[config.mk]
export PLATFORM = sky130hd
export DESIGN_NAME = ram_arbiter
export DESIGN_NICKNAME = d
export VERILOG_FILES = /design/src/rtl/ram_arb_pkg.sv /design/src/rtl/arb_pick2.sv /design/src/rtl/ram_arbiter.sv
export SDC_FILE = /design/constraint.sdc
export NUM_CORES = 1
export LEC_CHECK = 0
export CAP_MARGIN = 5
export CELL_PAD_IN_SITES_DETAIL_PLACEMENT = 1
export CELL_PAD_IN_SITES_GLOBAL_PLACEMENT = 2
export CORE_MARGIN = 3
export CORE_UTILIZATION = 10
export DETAILED_ROUTE_END_ITERATION = 8
export PLACE_DENSITY = 0.95
export SLEW_MARGIN = 25
export SYNTH_ARGS = -nofsm -noshare
export SYNTH_HDL_FRONTEND = slang
export SYNTH_SLANG_ARGS = --single-unit
[constraint.sdc]
create_clock -name clk -period 3.2 [get_ports clk]
set_input_delay 0.8 -clock clk [delete_from_list [all_inputs] [get_ports clk]]
set_output_delay 0.8 -clock clk [all_outputs]
set_load 0.01 [all_outputs]
[src/rtl/ram_arb_pkg.sv]
// ram_arb_pkg: shared definitions for the two-port data-RAM arbiter.
//   ARB_M0 / ARB_M1 : master index constants (m0 = core LSU, m1 = JTAG debug)
//   BE_W            : byte-enable width (four byte lanes)
//   arb_rsp_t       : response pipeline register (valid, owner, err, rd)
package ram_arb_pkg;

    localparam int unsigned BE_W = 4;

    localparam logic ARB_M0 = 1'b0;
    localparam logic ARB_M1 = 1'b1;

    typedef struct packed {
        logic valid;  // a response is due this cycle
        logic owner;  // ARB_M0 or ARB_M1
        logic err;    // access was out of range
        logic rd;     // access was a read (rdata comes from the RAM)
    } arb_rsp_t;

endpackage

[src/rtl/arb_pick2.sv]
// arb_pick2: two-request grant picker.
//   Default build: fixed priority, request 1 (debug) beats request 0.
//   With RAM_ARB_ROUND_ROBIN_EN defined: on a conflict the port that was not
//   granted most recently wins; a 1-bit pointer holds the last granted index
//   and resets to 0, so request 1 wins the first conflict.
// Ports:
//   clk, rstn        : clock / async active-low reset (round-robin build only)
//   i_req0, i_req1   : requests
//   o_gnt0, o_gnt1   : one-hot (or zero) grants, combinational from requests
module arb_pick2 (
`ifdef RAM_ARB_ROUND_ROBIN_EN
    input  logic clk,
    input  logic rstn,
`endif
    input  logic i_req0,
    input  logic i_req1,
    output logic o_gnt0,
    output logic o_gnt1
);
    import ram_arb_pkg::*;

`ifdef RAM_ARB_ROUND_ROBIN_EN
    logic r_last;
    logic w_m1_wins;

    // m1 wins a conflict only when m0 was the most recent grantee.
    assign w_m1_wins = (r_last == ARB_M0);
    assign o_gnt1    = i_req1 & (~i_req0 | w_m1_wins);
    assign o_gnt0    = i_req0 & ~o_gnt1;

    always_ff @(posedge clk or negedge rstn) begin
        if (!rstn) begin
            r_last <= ARB_M0;
        end else if (o_gnt0 | o_gnt1) begin
            r_last <= o_gnt1 ? ARB_M1 : ARB_M0;
        end
    end
`else
    assign o_gnt1 = i_req1;
    assign o_gnt0 = i_req0 & ~i_req1;
`endif

endmodule

[src/rtl/ram_arbiter.sv]
// ram_arbiter: shares the word-addressed data RAM between the core load/store
// port (m0) and the JTAG debug port (m1). One access per cycle, one-cycle
// response latency, response routed back to the owning requester.
// Optional feature macro: RAM_ARB_ROUND_ROBIN_EN (round-robin on conflicts;
// default is fixed priority m1 > m0).
// Ports:
//   clk, rstn                     : clock, async active-low reset
//   mX_req/we/addr/wdata/be       : request side of master X (held until gnt)
//   mX_gnt                        : request accepted this cycle
//   mX_rvalid/rdata/err           : response pulse one cycle after grant
//   ram_en/we/addr/wdata          : RAM port strobe, lane enables, word addr
//   ram_rdata                     : RAM read data, one cycle after ram_en
module ram_arbiter
    import ram_arb_pkg::*;
#(
    parameter int unsigned DEPTH     = 2048,
    parameter logic [31:0] BASE_ADDR = 32'h0000_0000,
    parameter int unsigned AW        = $clog2(DEPTH)
) (
    input  logic            clk,
    input  logic            rstn,
    input  logic            m0_req,
    input  logic            m0_we,
    input  logic [31:0]     m0_addr,
    input  logic [31:0]     m0_wdata,
    input  logic [BE_W-1:0] m0_be,
    input  logic            m1_req,
    input  logic            m1_we,
    input  logic [31:0]     m1_addr,
    input  logic [31:0]     m1_wdata,
    input  logic [BE_W-1:0] m1_be,
    output logic            m0_gnt,
    output logic            m1_gnt,
    output logic            m0_rvalid,
    output logic            m1_rvalid,
    output logic [31:0]     m0_rdata,
    output logic [31:0]     m1_rdata,
    output logic            m0_err,
    output logic            m1_err,
    output logic            ram_en,
    output logic [BE_W-1:0] ram_we,
    output logic [AW-1:0]   ram_addr,
    output logic [31:0]     ram_wdata,
    input  logic [31:0]     ram_rdata
);

    // 33-bit so a full 4 GiB window cannot overflow the bound.
    localparam logic [32:0] RANGE_BYTES = 33'(DEPTH) * 33'd4;

    logic            w_pick0;
    logic            w_pick1;
    logic            w_gnt_any;
    logic            w_we;
    logic [31:0]     w_addr;
    logic [31:0]     w_wdata;
    logic [BE_W-1:0] w_be;
    logic [31:0]     w_off;
    logic            w_in_range;
    logic [31:0]     w_rdata;
    arb_rsp_t        w_rsp_d;
    arb_rsp_t        r_rsp;

    arb_pick2 u_pick (
`ifdef RAM_ARB_ROUND_ROBIN_EN
        .clk    (clk),
        .rstn   (rstn),
`endif
        .i_req0 (m0_req),
        .i_req1 (m1_req),
        .o_gnt0 (w_pick0),
        .o_gnt1 (w_pick1)
    );

    // Grants are combinational; gating with rstn keeps the RAM idle in reset.
    assign m0_gnt    = w_pick0 & rstn;
    assign m1_gnt    = w_pick1 & rstn;
    assign w_gnt_any = m0_gnt | m1_gnt;

    assign w_we    = m1_gnt ? m1_we    : m0_we;
    assign w_addr  = m1_gnt ? m1_addr  : m0_addr;
    assign w_wdata = m1_gnt ? m1_wdata : m0_wdata;
    assign w_be    = m1_gnt ? m1_be    : m0_be;

    // Unsigned wrap makes addresses below BASE_ADDR fall out of range too.
    assign w_off      = w_addr - BASE_ADDR;
    assign w_in_range = ({1'b0, w_off} < RANGE_BYTES);

    assign ram_en    = w_gnt_any & w_in_range;
    assign ram_we    = (ram_en & w_we) ? w_be : '0;
    assign ram_addr  = w_off[AW+1:2];
    assign ram_wdata = w_wdata;

    always_comb begin
        w_rsp_d       = '0;
        w_rsp_d.valid = w_gnt_any;
        w_rsp_d.owner = m1_gnt ? ARB_M1 : ARB_M0;
        w_rsp_d.err   = w_gnt_any & ~w_in_range;
        w_rsp_d.rd    = w_gnt_any & ~w_we;
    end

    // Asynchronous reset drops any in-flight response.
    always_ff @(posedge clk or negedge rstn) begin
        if (!rstn) begin
            r_rsp <= '0;
        end else begin
            r_rsp <= w_rsp_d;
        end
    end

    assign w_rdata   = (r_rsp.valid & r_rsp.rd & ~r_rsp.err) ? ram_rdata : '0;
    assign m0_rvalid = r_rsp.valid & (r_rsp.owner == ARB_M0);
    assign m1_rvalid = r_rsp.valid & (r_rsp.owner == ARB_M1);
    assign m0_rdata  = m0_rvalid ? w_rdata : '0;
    assign m1_rdata  = m1_rvalid ? w_rdata : '0;
    assign m0_err    = m0_rvalid & r_rsp.err;
    assign m1_err    = m1_rvalid & r_rsp.err;

endmodule

==> metrics.sh, run 1 <==
POST_SYNTH_AND_OR_NAND_NOR_AREA_FRACTION=0.458
DIEAREA_MM2=0.0144
POWER_PER_CELL_AREA_mW_PER_MM2=153
POWER.NET_SWITCHING_mW=0.177
PWR-SHARE-CLK=0.274
TRITONCTS='built'
SYNTHDISTINCTLIBCELLS=21
VIAS=2386
LARGEST_REGISTERS='r_rsp: 4 flops'
GRT-OVFL-TOTAL=0
FINALMAXSLEWVIOLATIONS=0
SYNTH_FP_NETS=334
HPWL_UM=9470
CRITPATHMAXFANOUT=5
GRT_ANTENNA_BEFORE_REPAIR=0
SYNTH.LARGEST_AREA_CELL='sky130_fd_sc_hd__mux2_2'
DIEWIDTH_UM=120
DRIVE_GT1_FRAC=0.177
SYNTH.TOP_CELL.AREA_SHARE=0.374
RUN_STATUS='complete, no violations'
PROPORTION_OF_SYNTHESIZED_AREA_IN_MUX_CELLS=0.412
FINAL-SETUP-VIOL-COUNT=0
POSTLAYOUTCELLAREA_MM2=0.00459
DPL_CELL_AREA_MM2=0.00441
MAXIMUM_NUMBER_OF_PINS_ON_ONE_NET_BEFORE_GLOBAL_ROUTE_REPAIR=38
MAXIMUM_VDD_IR_DROP_mV=0.122
WL_UM=10400
ROUTE.DETAILED.WL_PER_INST_UM=16.8
GRT_PASS1_VIAS=2648
SYNTH_EDF_COUNT=0
STD_CELL_ROWS=40
CRIT_PATH_END_KIND='output pin'
CLK_PATH_BUF_DEPTH=2
DRT_DRC_VIOLATIONS_LEFT=0
MOST_USED_STANDARD_CELL_BY_INSTANCE_COUNT_AFTER_SYNTHESIS='sky130_fd_sc_hd__and2_1'
TRITONCTS_NUM_SINKS=4
WORST_HOLD_PATH_TYPE='in -> async'
ROUTE.TOP_LAYER_USED='met4'
SYNTHESIS.AREA_MM2=0.00130
TRITONCTS.NUM_BUFFERS=3
POWER.LEAKAGE_nW=1.87
SYNTH_AREA_IN_COMPOUND_GATES=0.0106
MIN_PERIOD_OVER_PERIOD=0.994
N_ANTENNA_CELL=0
CLK_PIN_SLEW_WORST_PATHS_PS=30
DRT_PASS1_ITERATIONS=3
AREAGROWTHSYNTHTOFINISH_PCT=254
CLOCK-ROOT-BUFFER='sky130_fd_sc_hd__clkbuf_16'
FILLERINSTANCES=1488
YS.WARNINGS.COUNT=0
TIMING_WORST_SLEW_PIN_VALUE_PS=470
CORE_REGION_AREA_MM2=0.0124
SYNTH_XOR_AREA_FRAC=0
ROUTE.MET2.WL_UM=5730
DR.FIRST_ITER.DRC_COUNT=28
PERIOD_NEEDED_PS=3180
CTSHTREEMAXLEVEL=1
DIE_Y_UM=120
GP_CONGESTION=0.888
SYNTH.FF_LATCH_COUNT=4
SWITCHING_SHARE_OF_TOTAL_POWER=0.252
FMAX_MHz=314
NUMBER_OF_FLIP_FLOPS_UNDER_THE_LARGEST_REGISTER_NAME=4
MET1_LENGTH_UM=3740
FINISH.NET_COUNT=627
SEQPWRFRAC=0.080
POST_SYNTH_MOST_FREQUENT_CELLS='67 x sky130_fd_sc_hd__and2_1, 43 x sky130_fd_sc_hd__mux2_2, 10 x sky130_fd_sc_hd__nor4_1'
TIMING.FINAL.HOLD_VIOLATIONS=0
CRITICAL_PATH.STARTPOINT_TYPE='primary input'
SYNTH-ADDER-AREA-SHARE=0
MAIN_COMBINATIONAL_CELL_FAMILY_BY_AREA_AFTER_SYNTHESIS='simple AND/OR/NAND/NOR gates'
SYNTH.TOP_CELLS.BY_AREA='sky130_fd_sc_hd__mux2_2 37%, sky130_fd_sc_hd__and2_1 32%, sky130_fd_sc_hd__dfrtp_1 7.7%, sky130_fd_sc_hd__nor4_1 4.8%, sky130_fd_sc_hd__mux2i_1 3.9%'
START_UTIL=0.105
WIRE_LENGTH_OF_THE_FIRST_GLOBAL_ROUTING_PASS_UM=14900
VIASPERCELL=3.85
DRT.ANTENNA.VIOLATING_NETS=0
SETUP.WORST_PATH.CLASS='in -> out'
COMBPWRFRAC=0.646
HOLD_FIX_BUFFER_COUNT_AFTER_CTS=0
POWER_REPORT.INTERNAL_TOTAL_mW=0.525
TIMING.CRITICAL_PATH.REQUIRED_PS=2400
REGMOSTFLOPS='r_rsp'
BOUNDARYPINS=292
PLACE.PORT_BUFFERS=287
ARRIVAL_PS=2380
ASYNCSETRESETFLOPFRACSYNTH=1.00
RELATIVE_SLEW_MARGINS=0.680
SEQ_AREA_FRAC_SYNTH=0.0772
SYNTH.AVG_CELL_AREA_UM2=8.10
POSTLAYOUTCOREUTIL=0.372
CAP_VIOL_MAX_COUNT=0
GRTUSAGETOTAL=0.131
ROUTED_WIRE_LENGTH_ON_MET3_UM=907
POSTSYNTH.TOPFLOPCELL='sky130_fd_sc_hd__dfrtp_1'
SYNTHCELLS=160
## final timing paths
check | start | endpoint | slack (ps)
worst max-delay path | m0_addr[16] | ram_we[2] | 20
worst min-delay path | rstn | r_rsp[0] | 680
max in group asynchronous | rstn | r_rsp[3] | 2410
min in group clk | m0_addr[29] | r_rsp[1] | 1140
## through the flow
step                      total power, mW  setup TNS, ps  hold WS, ps  worst slack (ps)  std cells
after floorplan                     0.168              0          504               519        160
after global placement              0.508         -14030         1130              -508        614
after detailed placement            0.515         -14240         1140              -579        614
after CTS                           0.709              0          686              1.46        619
after global routing                0.736           -234          703             -69.1        619
final                               0.702              0          684              19.6        619
## layout by cell type (no fill, tap or decap)
cell type,Yosys,layout
sky130_fd_sc_hd__dlygate4sd2_1,0,31
sky130_fd_sc_hd__buf_4,0,9
sky130_fd_sc_hd__and2_1,67,67
sky130_fd_sc_hd__mux2i_1,5,4
sky130_fd_sc_hd__dlymetal6s2s_1,0,10
sky130_fd_sc_hd__a22o_4,0,1
sky130_fd_sc_hd__clkdlybuf4s15_2,0,1
sky130_fd_sc_hd__nor2_1,1,1
sky130_fd_sc_hd__inv_1,1,1
sky130_fd_sc_hd__dfrtp_1,4,4
sky130_fd_sc_hd__inv_2,1,1
sky130_fd_sc_hd__nor4_2,2,9
sky130_fd_sc_hd__buf_12,0,1
sky130_fd_sc_hd__clkbuf_16,0,3
sky130_fd_sc_hd__buf_6,0,2
sky130_fd_sc_hd__nor4_1,10,1
sky130_fd_sc_hd__nand3_1,2,2
sky130_fd_sc_hd__nor3_2,0,2
sky130_fd_sc_hd__o21ai_0,1,1
sky130_fd_sc_hd__nor2b_1,1,1
sky130_fd_sc_hd__nor4_4,0,2
sky130_fd_sc_hd__mux2i_2,0,1
sky130_fd_sc_hd__clkdlybuf4s50_1,0,242
sky130_fd_sc_hd__nand2_4,0,1
sky130_fd_sc_hd__nand4_1,2,2
sky130_fd_sc_hd__and3b_1,3,3
sky130_fd_sc_hd__and3_1,1,1
sky130_fd_sc_hd__buf_2,5,3
sky130_fd_sc_hd__and2_2,1,1
sky130_fd_sc_hd__mux2_2,43,43
## layout make-up
type | instances | area, um^2 | share of cell area
flip-flops and latches | 4 | 100 | 0.0218
clock buffers | 3 | 75.1 | 0.0163
repair buffers | 299 | 2960 | 0.643
well taps | 168 | 210 | 0.0458
multi-input cells | 143 | 1240 | 0.271
inverters | 2 | 7.51 | 0.00163
## cell families after synthesis
kind of cell,after synthesis
and+or+nand+nor,93
AOI/OAI and AO/OA,2
muxes,48
buffers and inverters,13
DFF,4
## critical path: stages
cell and delay, ps:
sky130_fd_sc_hd__dlygate4sd2_1 240, sky130_fd_sc_hd__nor4_2 280, sky130_fd_sc_hd__nand4_1 170, sky130_fd_sc_hd__a22o_4 320
sky130_fd_sc_hd__buf_6 130, sky130_fd_sc_hd__nor4_4 250, sky130_fd_sc_hd__buf_2 180
## power by group through the flow
| stage | sequential, mW | combinational, mW | clock (mW) |
|---|---|---|---|
| finish | 0.0561 | 0.453 | 0.193 |
| floorplan | 0.0557 | 0.112 | 0 |
| detailed placement | 0.0568 | 0.459 | 0 |
| global placement | 0.0567 | 0.451 | 0 |
| global route | 0.0567 | 0.480 | 0.199 |
| CTS | 0.0562 | 0.456 | 0.196 |
## layer usage
metal,global-route usage,vias up
li1,-,1146
met1,0.140,1093
met2,0.264,143
met3,0.0335,4
met4,0.0150,0
met5,0,-
## repair_timing
| action | in CTS | in global routing |
|---|---|---|
| buffers inserted | 2 | 0 |
| endpoints found under the setup margin | 48 | 4 |
| resized for setup | 65 | 17 |
| pin swaps | 16 | 13 |
No activity file was read; power rests on OpenSTA's default activity.
==> run 2: changes to the inputs <==
- TNS_END_PERCENT: default -> 5
==> metrics.sh, run 2 (same netlist as run 1, synthesis figures left out) <==
NUMBER_OF_FLIP_FLOPS_UNDER_THE_LARGEST_REGISTER_NAME=4  # unchanged
FINAL-SETUP-VIOL-COUNT=2  # +2
POSTLAYOUTCELLAREA_MM2=0.00456  # -0.74%
POWER.NET_SWITCHING_mW=0.175  # -0.99%
POWER.LEAKAGE_nW=1.76  # -6.0%
CLOCK-ROOT-BUFFER='sky130_fd_sc_hd__clkbuf_16'
CLK_PIN_SLEW_WORST_PATHS_PS=30  # about the same
HPWL_UM=9470  # unchanged
CRIT_PATH_END_KIND='output pin'
AREAGROWTHSYNTHTOFINISH_PCT=252
START_UTIL=0.105  # unchanged
POSTLAYOUTCOREUTIL=0.369  # -0.00273
DRT_PASS1_ITERATIONS=3  # unchanged
CAP_VIOL_MAX_COUNT=0  # unchanged
PWR-SHARE-CLK=0.271  # -0.003
POWER_REPORT.INTERNAL_TOTAL_mW=0.536  # +2.1%
GRT-OVFL-TOTAL=0  # unchanged
DIEWIDTH_UM=120  # unchanged
PLACE.PORT_BUFFERS=287  # unchanged
TIMING.FINAL.HOLD_VIOLATIONS=0  # unchanged
DRT_DRC_VIOLATIONS_LEFT=0  # unchanged
RUN_STATUS='complete, but fails checks'
MOST_COMMON_CELL_AFTER_LAYOUT_FILL_AND_TAPS_ASIDE='sky130_fd_sc_hd__clkdlybuf4s50_1'
PERIOD_NEEDED_PS=3280  # +104 ps
CRITICAL_PATH.STARTPOINT_TYPE='primary input'
ROUTE.DETAILED.WL_PER_INST_UM=16.7  # -0.67%
FINALMAXSLEWVIOLATIONS=0  # unchanged
FMAX_MHz=304  # -3.2%
WIRE_LENGTH_OF_THE_FIRST_GLOBAL_ROUTING_PASS_UM=14700  # -1.4%
HOLDWS_PS=684  # +0.109 ps
TRITONCTS.NUM_BUFFERS=3  # unchanged
CORE_REGION_AREA_MM2=0.0124  # unchanged
GRTUSAGETOTAL=0.130  # -0.00128
LARGEST_REGISTERS='r_rsp: 4 flops'
VIOLATED_CHECKS='negative setup slack'
DRT.ANTENNA.VIOLATING_NETS=0  # unchanged
TRITONCTS='built'
SETUP.WORST_PATH.START='m0_addr[16]'
SETUP.WORST_PATH.CLASS='in -> out'
TOTAL_AREA_OF_MULTI_INPUT_COMBINATIONAL_CELLS_MM2=0.00122  # -1.6%
SEQPWRFRAC=0.079  # about the same
HOLD_FIX_BUFFER_COUNT_AFTER_CTS=0  # unchanged
MAXIMUM_NUMBER_OF_PINS_ON_ONE_NET_BEFORE_GLOBAL_ROUTE_REPAIR=38  # unchanged
ARRIVAL_PS=2480  # +100 ps
WL_UM=10300  # -0.99%
GRT_ANTENNA_BEFORE_REPAIR=0  # unchanged
FINISH.NET_COUNT=625  # -0.32%
FINALWORSTSETUPSLACK_PS=-84.5  # -104 ps
MAXIMUM_VDD_IR_DROP_mV=0.126  # +3.4%
CRITPATHMAXFANOUT=6  # +1
POWER_PER_CELL_AREA_mW_PER_MM2=156  # +2.1%
POSTCTSSETUPREPAIRBUFS=0  # -2
TRITONCTS_NUM_SINKS=4  # unchanged
MIN_PERIOD_OVER_PERIOD=1.03  # +0.0325
DRIVE_GT1_FRAC=0.163  # -0.0148
DR.FIRST_ITER.DRC_COUNT=40  # +43%
FINALPOWER_mW=0.711  # +1.3%
SWITCHING_SHARE_OF_TOTAL_POWER=0.246  # -0.00581
N_ANTENNA_CELL=0  # unchanged
REGMOSTFLOPS='r_rsp'
RELATIVE_SLEW_MARGINS=0.644  # -0.0368
TIMING_WORST_SLEW_PIN_VALUE_PS=524  # +54.1 ps
DIEAREA_MM2=0.0144  # unchanged
FILLERINSTANCES=1486  # -0.13%
TIMING.CRITICAL_PATH.REQUIRED_PS=2400  # about the same
FINAL_CELL_MIX='274 x sky130_fd_sc_hd__clkdlybuf4s50_1, 67 x sky130_fd_sc_hd__and2_1, 43 x sky130_fd_sc_hd__mux2_2, 9 x sky130_fd_sc_hd__buf_4'
POST_ROUTE_SETUP_TNS_PS=-145  # -145 ps
DP_CELLS=614  # unchanged
WORST_HOLD_PATH_TYPE='in -> async'
POST-PLACE-WS_PS=-579  # unchanged
CTSHTREEMAXLEVEL=1  # unchanged
VIAS=2374  # -0.50%
CLK_PATH_BUF_DEPTH=2  # unchanged
DIE_Y_UM=120  # unchanged
STD_CELL_ROWS=40  # unchanged
FINISH.CELL_COUNT_WITHOUT_FILLERS=617  # -0.32%
COMBPWRFRAC=0.650  # +0.004
BOUNDARYPINS=292  # unchanged
RSZ0062_AT_GRT='yes'
DPL_CELL_AREA_MM2=0.00441  # unchanged
GP_CONGESTION=0.888  # unchanged
REGAREA_UM2=100  # unchanged
GRT_PASS1_VIAS=2590  # -2.2%
VIASPERCELL=3.85  # -0.18%
==> run 2: changes by cell type in the layout (fill, tap and decap cells not counted) <==
cell,before,now
sky130_fd_sc_hd__buf_2,3,4
sky130_fd_sc_hd__buf_6,2,0
sky130_fd_sc_hd__clkdlybuf4s15_1,0,1
sky130_fd_sc_hd__clkdlybuf4s15_2,1,0
sky130_fd_sc_hd__clkdlybuf4s50_1,242,274
sky130_fd_sc_hd__dlygate4sd2_1,31,5
sky130_fd_sc_hd__dlymetal6s2s_1,10,3
sky130_fd_sc_hd__nor3_1,0,2
sky130_fd_sc_hd__nor3_2,2,0
sky130_fd_sc_hd__nor4_1,1,4
sky130_fd_sc_hd__nor4_2,9,5
sky130_fd_sc_hd__nor4_4,2,3
==> run 2: final timing paths <==
kind / end / slack (ps)
min in group clk: r_rsp[2] / 1190
worst min-delay path: r_rsp[0] / 680
worst max-delay path: ram_we[3] / -80
max in group asynchronous: r_rsp[3] / 2410
==> run 2: layout make-up <==
| cell class | instances | area share |
|---|---|---|
| Clock buffer | 3 | 0.0165 |
| Inverter | 2 | 0.00165 |
| Multi-Input combinational cell | 143 | 0.269 |
| Sequential cell | 4 | 0.0220 |
| Tap cell | 168 | 0.0461 |
| Timing Repair Buffer | 297 | 0.645 |
==> run 2: power groups by stage <==
stage	clock network [mW]	logic [mW]	registers [mW]
after floorplan	0	0.112	0.0557
after global placement	0	0.451	0.0567
after detailed placement	0	0.459	0.0568
after CTS	0.196	0.464	0.0562
after global routing	0.199	0.489	0.0567
final	0.193	0.463	0.0561
==> run 2: per-layer routing <==
layer	global-route usage	share of wire	up-vias
li1	-	-	1141
met1	0.139	0.36	1086
met2	0.261	0.55	143
met3	0.0335	0.088	4
met4	0.0150	0.0031	0
met5	0	0	-
==> run 2: what timing repair did <==
item,in CTS,in global routing
hold endpoints to repair,0,0
pin swaps,2,9
endpoints found under the setup margin,48,5
resized for setup,34,12
==> run 2: worst max-delay path, stage by stage <==
cell,delay [ps]
sky130_fd_sc_hd__clkdlybuf4s50_1,400
sky130_fd_sc_hd__nor4_1,330
sky130_fd_sc_hd__nand4_1,180
sky130_fd_sc_hd__a22o_4,320
sky130_fd_sc_hd__nor4_2,260
sky130_fd_sc_hd__buf_2,190
==> run 3: changes to the inputs <==
- CELL_PAD_IN_SITES_DETAIL_PLACEMENT: 1 -> default
- CELL_PAD_IN_SITES_GLOBAL_PLACEMENT: 2 -> default
- CORE_AREA: default -> 3 3 112 114
- CORE_MARGIN: 3 -> default
- CORE_UTILIZATION: 10 -> default
- DIE_AREA: default -> 0 0 115 117
- PLACE_DENSITY: 0.95 -> 0.63
==> metrics.sh, run 3 (same netlist as run 1, synthesis figures left out) <==
GRT-OVFL-TOTAL=0  # unchanged
DRT_PASS1_ITERATIONS=4  # +1
FINALPOWER_mW=0.692  # -2.8%
CRITPATHMAXFANOUT=6  # unchanged
CAP_VIOL_MAX_COUNT=0  # unchanged
TIMING.CRITICAL_PATH.REQUIRED_PS=2400  # about the same
ROUTE.MET2.WL_UM=4760  # -16%
SETUP.WORST_PATH.CLASS='in -> out'
POST_ROUTE_SETUP_TNS_PS=0  # +145 ps
ROUTE.DETAILED.WL_PER_INST_UM=14.7  # -12%
FINISH.CELL_COUNT_WITHOUT_FILLERS=599  # -2.9%
RELATIVE_SLEW_MARGINS=0.642  # -0.00108
WORST_HOLD_PATH_TYPE='in -> async'
GP_CONGESTION=0.779  # -12%
MET1_LENGTH_UM=2980  # -20%
FINISH.NET_COUNT=632  # +1.1%
POSTLAYOUTCELLAREA_MM2=0.00465  # +2.0%
PLACE.PORT_BUFFERS=287  # unchanged
TIMING.CRITICAL_PATH.TO='ram_we[1]'
GRTUSAGETOTAL=0.119  # -0.0112
FINAL-SETUP-VIOL-COUNT=0  # -2
AREAGROWTHSYNTHTOFINISH_PCT=259
DIEAREA_MM2=0.0135  # -6.3%
TRITONCTS='built'
VIAS=2345  # -1.2%
REGMOSTFLOPS='r_rsp'
RUN_STATUS='complete, no violations'
TIMING_WORST_SLEW_PIN_VALUE_PS=526  # +1.59 ps
FINALWORSTSETUPSLACK_PS=65.5  # +150 ps
HPWL_UM=7770  # -18%
MIN_PERIOD_OVER_PERIOD=0.980  # -0.0469
START_UTIL=0.113  # +0.00770
CRIT_PATH_END_KIND='output pin'
N_ANTENNA_CELL=0  # unchanged
FINAL_CELL_MIX='222 x sky130_fd_sc_hd__clkdlybuf4s50_1, 67 x sky130_fd_sc_hd__and2_1, 43 x sky130_fd_sc_hd__mux2_2, 27 x sky130_fd_sc_hd__clkdlybuf4s15_1, 17 x sky130_fd_sc_hd__dlymetal6s2s_1'
POST-PLACE-WS_PS=-621  # -42.6 ps
VIASPERCELL=3.91  # +1.7%
FMAX_MHz=319  # +4.8%
TRITONCTS.NUM_BUFFERS=3  # unchanged
POWER_PER_CELL_AREA_mW_PER_MM2=149  # -4.6%
TIMING.FINAL.HOLD_VIOLATIONS=0  # unchanged
DRIVE_GT1_FRAC=0.193  # +0.0304
REGAREA_UM2=100  # unchanged
DPL_CELL_AREA_MM2=0.00441  # about the same
DR.FIRST_ITER.DRC_COUNT=29  # -28%
GRT_PASS1_VIAS=2552  # -1.5%
CLOCK-ROOT-BUFFER='sky130_fd_sc_hd__clkbuf_16'
LARGEST_REGISTERS='r_rsp: 4 flops'
ROUTED_WIRE_LENGTH_ON_MET3_UM=913  # +1.0%
MAXIMUM_NUMBER_OF_PINS_ON_ONE_NET_BEFORE_GLOBAL_ROUTE_REPAIR=33  # -13%
CORE_REGION_AREA_MM2=0.0115  # -6.8%
TOTAL_AREA_OF_MULTI_INPUT_COMBINATIONAL_CELLS_MM2=0.00124  # +0.92%
MAXIMUM_VDD_IR_DROP_mV=0.204  # +62%
CRITICAL_PATH.STARTPOINT_TYPE='primary input'
FILLERINSTANCES=1164  # -22%
DIE_Y_UM=117  # -2.4%
PERIOD_NEEDED_PS=3130  # -150 ps
DIEWIDTH_UM=115  # -4.0%
CLK_PIN_SLEW_WORST_PATHS_PS=30  # about the same
TRITONCTS_NUM_SINKS=4  # unchanged
HOLDWS_PS=642  # -42.1 ps
BOUNDARYPINS=292  # unchanged
DP_CELLS=592  # -3.6%
FINALMAXSLEWVIOLATIONS=0  # unchanged
NUMBER_OF_FLIP_FLOPS_UNDER_THE_LARGEST_REGISTER_NAME=4  # unchanged
GRT_ANTENNA_BEFORE_REPAIR=0  # unchanged
WL_UM=8790  # -15%
DRT.ANTENNA.VIOLATING_NETS=0  # unchanged
MOST_COMMON_CELL_AFTER_LAYOUT_FILL_AND_TAPS_ASIDE='sky130_fd_sc_hd__clkdlybuf4s50_1'
DRT_DRC_VIOLATIONS_LEFT=0  # unchanged
ARRIVAL_PS=2330  # -150 ps
POSTLAYOUTCOREUTIL=0.404  # +0.0349
CLK_PATH_BUF_DEPTH=2  # unchanged
WIRE_LENGTH_OF_THE_FIRST_GLOBAL_ROUTING_PASS_UM=12800  # -13%
POWER.LEAKAGE_nW=1.96  # +11%
SETUP.WORST_PATH.START='m1_addr[15]'
CTSHTREEMAXLEVEL=1  # unchanged
ROUTE.TOP_LAYER_USED='met4'
STD_CELL_ROWS=39  # -2.5%
run 3: final cells by class:
class,count,area share
clock buffers,3,0.0161
inverters,2,0.00161
multi-input cells,143,0.266
flip-flops and latches,4,0.0215
well taps,143,0.0385
repair buffers,304,0.656
run 3: what timing repair did:
action                     in CTS  in global routing
resized for setup             111                 23
gates cloned                    1                  0
hold buffers                    0                  0
buffers inserted                0                  3
pin swaps                       8                 14
setup endpoints to repair      47                 47
run 3: where the power goes:
| group | internal, mW | switching [mW] | total, mW |
|---|---|---|---|
| Clock | 0.159 | 0.0321 | 0.191 |
| Sequential | 0.0540 | 0.00166 | 0.0557 |
| Combinational | 0.310 | 0.135 | 0.445 |
run 3: how the worst min path moves through the flow:
| stage | slack [ps] | from | cells after the start | end |
|---|---|---|---|---|
| CTS | 650 | rstn | 2 | r_rsp[2] |
| finish | 640 | rstn | 2 | r_rsp[2] |
| floorplan | 500 | rstn | 0 | r_rsp[0] |
| global route | 680 | rstn | 2 | r_rsp[2] |
| detailed placement | 1140 | rstn | 2 | r_rsp[1] |
| global placement | 1130 | rstn | 2 | r_rsp[2] |
run 3: metal layers:
| layer | vias to the layer above | GRT usage |
|---|---|---|
| li1 | 1155 | - |
| met1 | 1019 | 0.122 |
| met2 | 161 | 0.234 |
| met3 | 10 | 0.0350 |
| met4 | 0 | 0.0297 |
| met5 | - | 0 |
run 3: critical path: stages:
cell	delay, ps
sky130_fd_sc_hd__clkdlybuf4s50_1	410
sky130_fd_sc_hd__nor3_1	200
sky130_fd_sc_hd__nand4_1	160
sky130_fd_sc_hd__a22o_4	340
sky130_fd_sc_hd__nor4_4	240
sky130_fd_sc_hd__buf_2	180
==> variant (settings of run 2) <==
Add a define of `RAM_ARB_ROUND_ROBIN_EN`.
--- a/src/rtl/arb_pick2.sv
+++ b/src/rtl/arb_pick2.sv
@@ -9,2 +9,4 @@
 //   o_gnt0, o_gnt1   : one-hot (or zero) grants, combinational from requests
+`define RAM_ARB_ROUND_ROBIN_EN
+
 module arb_pick2 (
Formal check against the unedited RTL: not equivalent (Yosys sat finds a counterexample within 4 cycles, from zero or initial values and one cycle with rstn low).
==> variant against run 2 <==
  * The flow still finishes with violations (negative setup slack)
  * Worst setup slack improved by 0.031 ns
  * Sequential cell count is 1 higher
  * Area after synthesis is 6.0% higher
  * Global-route usage hardly changed
  * Wire length increased by 5.8%
  * Synthesized cell count grew 60%
  * Power rose by 8.2%
  * Final area is 2.3% higher
  * Sequential power is 29% higher
  * Critical path type unchanged
==> variant: results (changes against run 2) <==
Clock buffer depth -> 2 (unchanged)
Placed inst area -> 4490 um^2 (+1.9%)
Layout cell share with drive strength beyond 1 -> 11.9% (-4.3 points)
Clk root buf -> clkbuf_16
Peak VDD IR -> 0.135 mV (+7.1%)
Hold WS -> 0.593 ns (-0.0909 ns)
IO Port Bufs -> 287 (unchanged)
Ys flop type -> dfrtp_1
Pre-CTS setup slack -> -0.959 ns (-0.380 ns)
Sequential area share after synthesis -> 9.11% (+1.4 points)
Vias in the first global route -> 2,956 (+14%)
Crit Path Max Fanout -> 6 (unchanged)
Hold WC Path Type -> flip-flop to flip-flop
CP Launch Point -> m1_addr[14]
Cells after synthesis -> 256 (+60%)
Failing checks -> negative setup slack
Hold_sp -> u_pick.r_last
RR Startpoint -> u_pick.r_last
CP Data Arrival Time -> 2.45 ns (-0.03 ns)
Antenna diode count -> 0 (unchanged)
Post-synthesis cell type count -> 19 (-9.5%)
Gpl congestion -> 0.769 (-13%)
Area delta synth->final -> 240%
Largest net degree at the start of global routing -> 40 (+5.3%)
Final setup viols -> 4 (+2)
Synth area leaders -> nand2_1 37%, and2_1 31%, dfrtp_1 9.1%
Post-synth ARST share -> 100% (unchanged)
Post-DP HPWL -> 9520 um (+0.53%)
Clk_skew -> 0.000671 ns
Status -> finished, violations left
Syn_nets -> 430 (+29%)
Post-synth top cells -> 135 x nand2_1, 67 x and2_1, 11 x clkbuf_1
DRT Wirelength -> 10,900 um (+5.8%)
Nets@finish -> 720 (+15%)
Iteration-0 DRC Markers -> 24 (-40%)
YS warnings -> 0 (unchanged)
Leak -> 2.01 nW (+14%)
Vias per cell -> 3.93 (+2.2%)
Pre-Repair DR Iteration Count -> 4 (+1)
First-pass GRT wire length -> 15,800 um (+7.0%)
Largest regs -> r_rsp: 4 flops, u_pick.r_last: 1 flops
H-tree levels -> 1 (unchanged)
Total number of vias -> 2,834 (+19%)
Reg2Reg Setup Slack -> 1.60 ns
Slew headroom -> 69.9% (+5.6 points)
Initial antenna violation count -> 0 (unchanged)
Filler Cells Inserted -> 1,656 (+11%)
Global Route Usage Sum -> 13.0% (+0.028 points)
Num CTS Buffers -> 3 (unchanged)
CTS clk-pin slew, worst paths -> 0.03 ns (about the same)
Final setup margin -> -0.0538 ns (+0.0306 ns)
Clock Latency Late Sink -> 0.22 ns
Setup TNS Final -> -0.156 ns (-0.0111 ns)
variant: changes by cell type after synthesis, sizes merged, moves of 2 or more:
cell	change
nand4	-2
nor4	-4
or3	+2
a2111oi	+4
or4	+2
mux2	-43
and3	+2
nand2	+134
clkbuf	+5
nor3	-2
variant: path summary, 6_finish.rpt:
path | cells after the start | endpoint
max | 5 | ram_we[1]
min | 2 | u_pick.r_last
max reg2reg | 7 | r_rsp[0]
min reg2reg | 2 | u_pick.r_last
max in group asynchronous | 2 | r_rsp[1]
min in group asynchronous | 2 | r_rsp[0]
variant: repair_timing:
item | CTS | global route
gates cloned | 1 | 0
gates resized for setup | 146 | 26
setup endpoints to repair | 49 | 45
pin swaps | 22 | 16
setup buffers | 0 | 2
variant: layout make-up:
cell class                 count  share of cell area, %
tap                          176                   4.72
sequential                     5                   2.68
multi-input combinational    233                   28.6
clock buffer                   4                   1.69
timing repair buffer         300                   62.0
inverter                       3                  0.241
variant: where the power goes:
part | total, mW | switching (mW) | internal (mW)
Combinational | 0.496 | 0.183 | 0.313
Clock | 0.201 | 0.0366 | 0.165
Sequential | 0.0722 | 0.00343 | 0.0687
variant: per-layer routing:
layer	part of all wire, %	wire length, um	global-route usage, %	vias up
met3	12	1290	4.30	2
li1	-	-	-	1384
met1	32	3520	12.8	1275
met4	0.50	54	1.94	0
met5	0	0	0	-
met2	55	6030	26.5	173
variant: worst max-delay path: stages:
cell       delay, ns
clkbuf_2        0.08
or3_4           0.37
or4_4           0.62
a2111oi_4       0.38
buf_2           0.20
variant: cells by family after synthesis:
logic type / after synthesis / synth area share (%)
and+or+nand+nor: 221 / 78.3
AOI/OAI and AO/OA: 7 / 4.01
muxes: 5 / 3.64
buffers and inverters: 18 / 4.92
DFF: 5 / 9.11
